$ cat config.mk
export PLATFORM = sky130hd
export DESIGN_NAME = mux_2x1_arbiter
export DESIGN_NICKNAME = d
export VERILOG_FILES = /design/src/rtl/mux_2x1_arbiter.sv
export SDC_FILE = /design/constraint.sdc
export NUM_CORES = 1
export LEC_CHECK = 0
export CORE_MARGIN = 4
export CORE_UTILIZATION = 45
export DETAILED_ROUTE_END_ITERATION = 8
export GPL_TIMING_DRIVEN = 0
export PLACE_DENSITY = 0.68
export RECOVER_POWER = 50
export SETUP_SLACK_MARGIN = 0.02
export SLEW_MARGIN = 10
export SYNTH_ARGS = -nofsm -noshare
export SYNTH_HDL_FRONTEND = slang
export SYNTH_SLANG_ARGS = --single-unit
$ cat constraint.sdc
create_clock -name clk -period 4.6 [get_ports clk]
set_input_delay 0.92 -clock clk [delete_from_list [all_inputs] [get_ports clk]]
set_output_delay 0.92 -clock clk [all_outputs]
set_load 0.01 [all_outputs]
$ cat src/rtl/mux_2x1_arbiter.sv
// Two-requester round-robin arbiter driving the select/invSelect pair of a
// shared 2:1 NAND mux. A grant is held across multi-cycle transactions. A hold
// counter forces a switch when one owner keeps the datapath too long while the
// other requester is waiting.
module mux_2x1_arbiter #(
   parameter int unsigned MAX_HOLD = 8,
   parameter int unsigned CNT_W    = 4
) (
   input  logic       clk,
   input  logic       reset,
   input  logic [1:0] req,
   input  logic [1:0] done,
   output logic [1:0] gnt,
   output logic       select,
   output logic       invSelect,
   output logic       busy,
   output logic       preempt
);

   typedef enum logic [1:0] {
      IDLE = 2'd0,
      OWN0 = 2'd1,
      OWN1 = 2'd2
   } state_t;

   // A MAX_HOLD of zero turns forced switching off.
   localparam bit               PREEMPT_EN = (MAX_HOLD != 0);
   localparam logic [CNT_W-1:0] HOLD_LAST  = PREEMPT_EN ? CNT_W'(MAX_HOLD - 1) : '0;
   localparam logic [CNT_W-1:0] HOLD_MAX   = '1;

   state_t           state;
   logic             last;
   logic [CNT_W-1:0] hold_cnt;

   state_t           next_c;
   state_t           own_state_c;
   state_t           oth_state_c;
   logic [CNT_W-1:0] hold_next_c;
   logic             preempt_c;
   logic             owner_c;
   logic             other_c;
   logic             own_req_c;
   logic             oth_req_c;
   logic             own_done_c;
   logic             release_c;

   // Next-state arbitration, hold counting and preemption decision.
   always_comb begin
      next_c      = state;
      hold_next_c = '0;
      preempt_c   = 1'b0;

      owner_c     = (state == OWN1);
      other_c     = ~owner_c;
      own_req_c   = req[owner_c];
      oth_req_c   = req[other_c];
      own_done_c  = done[owner_c];
      release_c   = own_done_c | ~own_req_c;
      own_state_c = owner_c ? OWN1 : OWN0;
      oth_state_c = owner_c ? OWN0 : OWN1;

      case (state)
         IDLE: begin
            case (req)
               2'b01:   next_c = OWN0;
               2'b10:   next_c = OWN1;
               // Tie goes to whoever did not own the datapath last.
               2'b11:   next_c = last ? OWN0 : OWN1;
               default: next_c = IDLE;
            endcase
         end
         OWN0, OWN1: begin
            if (release_c) begin
               // Release resolves in the same edge: waiting peer first, then
               // a back-to-back re-grant, otherwise drop to idle.
               if (oth_req_c) begin
                  next_c = oth_state_c;
               end else if (own_req_c) begin
                  next_c = own_state_c;
               end else begin
                  next_c = IDLE;
               end
            end else if (oth_req_c) begin
               if (PREEMPT_EN && (hold_cnt == HOLD_LAST)) begin
                  next_c    = oth_state_c;
                  preempt_c = 1'b1;
               end else begin
                  hold_next_c = (hold_cnt == HOLD_MAX) ? hold_cnt : hold_cnt + CNT_W'(1);
               end
            end
         end
         default: next_c = IDLE;
      endcase
   end

   // State, history and registered outputs decoded from the next state.
   always_ff @(posedge clk or posedge reset) begin
      if (reset) begin
         state     <= IDLE;
         last      <= 1'b1;
         hold_cnt  <= '0;
         gnt       <= 2'b00;
         select    <= 1'b0;
         invSelect <= 1'b1;
         busy      <= 1'b0;
         preempt   <= 1'b0;
      end else begin
         state    <= next_c;
         hold_cnt <= hold_next_c;
         preempt  <= preempt_c;
         gnt      <= {next_c == OWN1, next_c == OWN0};
         busy     <= (next_c != IDLE);
         // In idle the mux select is left alone so the datapath input is stable.
         if (next_c != IDLE) begin
            last      <= (next_c == OWN1);
            select    <= (next_c == OWN1);
            invSelect <= (next_c != OWN1);
         end
      end
   end

   // Structural invariants of the grant and select outputs.
   a_gnt_not_both : assert property (@(posedge clk) disable iff (reset) gnt != 2'b11);
   a_sel_compl    : assert property (@(posedge clk) disable iff (reset) invSelect == ~select);
   a_busy_match   : assert property (@(posedge clk) disable iff (reset) busy == |gnt);
   a_pre_onehot   : assert property (@(posedge clk) disable iff (reset)
                                     preempt |-> (gnt == 2'b01 || gnt == 2'b10));

endmodule

Word level (Yosys, flattened, before mapping)
Index checks and enable logic that the tools add are counted.
Widths: inputs -> output; s select.
{ "op_classes": {"add_sub_neg": 1, "n_lt_le_gt_ge": 2, "n_eq_ne": 11, "mux": 25, "n_bitwise": 3, "reduce_logical": 3} }
{ "op_table": {"columns": ["op", "n"], "rows": [
  ["$mux 4", 5],
  ["$mux 2", 8],
  ["$mux 1", 10],
  ["$eq 2x2->1 const B", 4],
  ["$eq 2x1->1 const B", 3],
  ["$pmux 2 s3", 1],
  ["$ne 5x5->1 const B", 1],
  ["$add 4x1->4 const B", 1],
  ["$eq 4x3->1 const B", 1],
  ["$eq 4x4->1 const B", 1],
  ["$lt 1x2->1 const B", 2],
  ["$pmux 2 s2", 1],
  ["$logic_not 2->1", 1],
  ["$ne 2x2->1 const B", 1],
  ["$not 1->1", 2],
  ["$reduce_bool 2->1", 1],
  ["$reduce_or 2->1", 1],
  ["$or 1x1->1", 1]
]} }
{ "totals": {"regBits": 13, "out_inout_bits": 6} }

Logic depth before layout (Yosys ltp)
{ "logic_depth": {"ltp_word": 8, "depth_mapped": 6} }

Worst setup path before layout
No wires, ideal clock.
{ "synth_timing": {"kind": "input -> register", "startpoint": "input req[0]", "endpoint": "register invSelect", "setup_ps": 80, "arrival_ps": 1780, "slack_ps": 2740, "path_stages": 4, "n_path_buf": 0, "path_cell_list": "mux2_2 -> a21oi_2 -> o221ai_2 -> a32o_1"} }
{ "synth_via": {"elab_chain_cells": 7, "elab_cells_between_ends": 17, "classes_between": "eq/ne (4); mux (10); bitwise (2); reduce/logical (1)"} }
{ "synth_lines": {"columns": ["item", "line", "source"], "rows": [
  ["from (decl)", "11", "input logic [1:0] req,"],
  ["$mux 1 (implied by the code) (2 in a row)", "55", "own_req_c = req[owner_c];"],
  ["$mux 2 or $not 1->1 (tied branches)", "78, 58", null],
  ["$mux 2 or $or 1x1->1 (tied branches)", "76, 58", null],
  ["$mux 2", "73", "if (release_c) begin"],
  ["$pmux 2 s2 *", "62", "case (state)"],
  ["$ne 2x2->1 or $reduce_bool 2->1 (tied branches)", "117, 114", null],
  ["to (signal assigned)", "117", "invSelect <= (next_c != OWN1);"],
  ["to (decl)", "15", "output logic invSelect,"]
]} }
Every way passes the cells marked *; elsewhere a longest branch is shown, timed or not. The select of a mux whose other input is x is not followed.
A chain may end at the register's enable or synchronous reset.

Worst setup path in the final report
{ "layout_timing": {"startpoint": "input req[0]", "endpoint": "register hold_cnt[0]"} }
{ "layout_via": {"elab_chain_cells": 6, "elab_cells_between_ends": 10, "classes_between": "eq/ne (1); mux (7); bitwise (2)"} }
{ "layout_lines": {"columns": ["item", "line", "source"], "rows": [
  ["$mux 1 (implied by the code) (2 in a row)", "55", null],
  ["$not 1->1", "58", "release_c = own_done_c | ~own_req_c;"],
  ["$or 1x1->1", "58", null],
  ["$mux 4", "73", null],
  ["$mux 4", "62", null],
  ["to (signal assigned)", "109", "hold_cnt <= hold_next_c;"],
  ["to (decl)", "33", "logic [CNT_W-1:0] hold_cnt;"]
]} }
Parallel ways exist; a longest one is shown, timed or not. The select of a mux whose other input is x is not followed.

==> flow_summary.yaml <==
clock_network:
  ctsResizeCount: 0
  cts_tree: "done"
  post_cts_buffers: 0
  cts.clk_slew.worst_paths_ps: 80
  cts_buffers: 3
  clock_latency_ps: 270
  hold_buffers: 0
  cts-htree-levels: 1
  clk_path_buf_depth: 2
  clock-sinks: 13
  cts_root_buf: "clkbuf_4"
final_layout:
  syn_to_final_growth_pct: 20.42
  drive_gt1_share_pct: 17.20
  final_common_cell: "dfrtp_1"
  diodes: 0
  regArea_sq_um: 327.8
  fin_util_pct: 57.68
  fin_nets: 105
  layout.cells.most_common_list: "dfrtp_1, clkdlybuf4s50_1, nand2_1, ha_1"
  multiInputGateArea_sq_um: 484.2
  fillCellCount: 160
setup_path:
  cp-end-kind: "flip-flop"
  worstPathMaxFanout: 9
  critical_path_arrival_ps: 2540
  start_kind: "input pin"
  critPathRequiredTime_ps: 4790
  path_class: "in -> reg"
  critical_path.max_stage_delay_ps: 630
  slowest_stage: "clkdlybuf4s50_1"
  path_cells: "clkdlybuf4s50_1, or3b_4, o21ai_0, a22oi_1, nor3b_1"
timing:
  fin_skew_ps: 3.060
  min_period_ps: 2348
  slew_headroom_pct: 66.08
  hold_viol_final: 0
  rsz0062_at_grt: "no"
  post-route-period-util_pct: 51.03
  setup_viol: 0
  worstMarginPinSlew_ps: 508.3
  fmax_mhz: 426.0
  finalSetupTns_ps: 0
  final.setup.worst_slack_ps: 2252
  report.final.slew_viol_count: 0
yosys:
  synth-edff-count: 0
  synthFlopType: "dfrtp_1"
  async_flop_share_pct: 100.0
  yosys_warnings: 0
  synth_top_area_share_pct: 33.28
  yosys_register_bits: 13
  synth.distinct_cells: 39
  synth.yosys.seq_area_share_pct: 39.64
  synth_area_leaders: "dfrtp_1, ha_1, dfstp_2"
  synth_area_sq_um: 827.0
  synth_area_leader_cell: "dfrtp_1"
  avgSynthCellArea_sq_um: 10.60
  syn-instance-count: 78
  synth.net_count: 89
placement:
  io_buffers: 11
  place_worst_setup_slack_ps: 1964
  dp_hpwl_mm: 1.192
  gp_congestion: 0.8165
global_route:
  antenna_found_initial: 0
  grt_usage_pct: 15.78
  grt_pass1_vias: 683
  grt_max_degree: 14
  grt_pass1_wl_mm: 3.022
  grt-ovfl-total: 0
die:
  io_pins: 12
  initial_utilization_pct: 47.90
  core-area_sq_um: 1727
  dieWidth_um: 50.87
  die_area_sq_um: 2588
  die_h_um: 50.87
  num_rows: 15
power_and_ir_drop:
  power.leakage_nw: 0.4311
  ir_drop_v: 0.0003317
  power_density_nw_per_um2: 548.8
flow_run:
  drv_cap: 0
drt:
  drt_wl_total_mm: 1.597
  ant_nets: 0
  drtPass1Iterations: 4
  initialDrtViolationCount: 10
  vias_per_cell: 5.475
  drc_errors: 0
  dr_total_vias: 646
  wl_per_cell_um: 13.53
hold_path:
  hp-class: "reg -> reg"
status:
  run_status: "finished, final reports clean"
==> cells in the mapped netlist (2+ instances only) <==
cell / number
o21ai_0: 3
dfrtp_1: 11
nand3_1: 2
o211ai_1: 2
nand3b_1: 2
a22oi_1: 2
nand2b_1: 2
dfstp_2: 2
nand2_1: 6
and3b_1: 2
inv_1: 4
nor3b_1: 4
a21oi_1: 3
ha_1: 5
nor2_1: 3
or2b_1: 2
==> layout make-up <==
class / count / area share (%)
inverters: 4 / 1.508
multi-input cells: 61 / 48.62
clock inverters: 1 / 0.5025
clock buffers: 3 / 2.261
repair buffers: 11 / 11.06
flip-flops and latches: 13 / 32.91
well taps: 25 / 3.141
==> state kept, by name, indices dropped and copies added, names as in the netlist <==
register,cells
busy,1
gnt,2
hold_cnt,4
invSelect,1
last,1
preempt,1
select,1
state,2
==> per-stage QoR <==
stage,cells,area (sq um),total power [W],hold slack [ps]
detailed placement,114,968.4,0.0004806,552.5
global placement,114,968.4,0.0004751,543.0
CTS,118,996.0,0.0005555,567.1
floorplan,78,827.0,0.0003886,519.3
finish,118,996.0,0.0005465,565.8
global route,118,996.0,0.0006012,609.4
==> power by group <==
group	leakage, nW	internal [W]	total [W]	switching [W]
Sequential	0.166	0.000157	0.000178	0.0000202
Clock	0.0177	0.0000322	0.0000707	0.0000385
Combinational	0.248	0.000143	0.000298	0.000155
Total	0.431	0.000333	0.000547	0.000214
==> per-layer routing <==
layer  share of wire (%)  vias up  global-route usage, %
li1                    -      323                      -
met3                 3.2        2                  1.749
met2                  44       15                  23.48
met5                   0        -                      0
met4                 1.0        0                  6.726
met1                  51      306                  23.18
==> worst paths after layout <==
| path | depth (start not counted) | slack, ps | end | start |
|---|---|---|---|---|
| max | 5 | 2250 | hold_cnt[0] | req[0] |
| min | 2 | 570 | last | last |
| max reg2reg | 6 | 2640 | last | state[0] |
| min reg2reg | 2 | 570 | last | last |
| max in group asynchronous | 2 | 3140 | last | reset |
| min in group asynchronous | 2 | 1100 | state[1] | reset |
==> worst max-delay path: cells and delay by family <==
| kind | cells | cell delay, ps |
|---|---|---|
| simple gates | 2 | 680 |
| buf+inv | 1 | 630 |
| compound gates | 2 | 300 |
==> cell families after synthesis <==
group	share of synthesized area, %
buffers and inverters	1.815
flip-flops	39.64
adder cells (fa/ha/maj)	7.564
AO/OA/AOI/OAI	20.42
multiplexers	2.572
AND/OR/NAND/NOR	26.93
XOR/XNOR	1.059
Note: power is estimated with default switching activity, not from simulation.
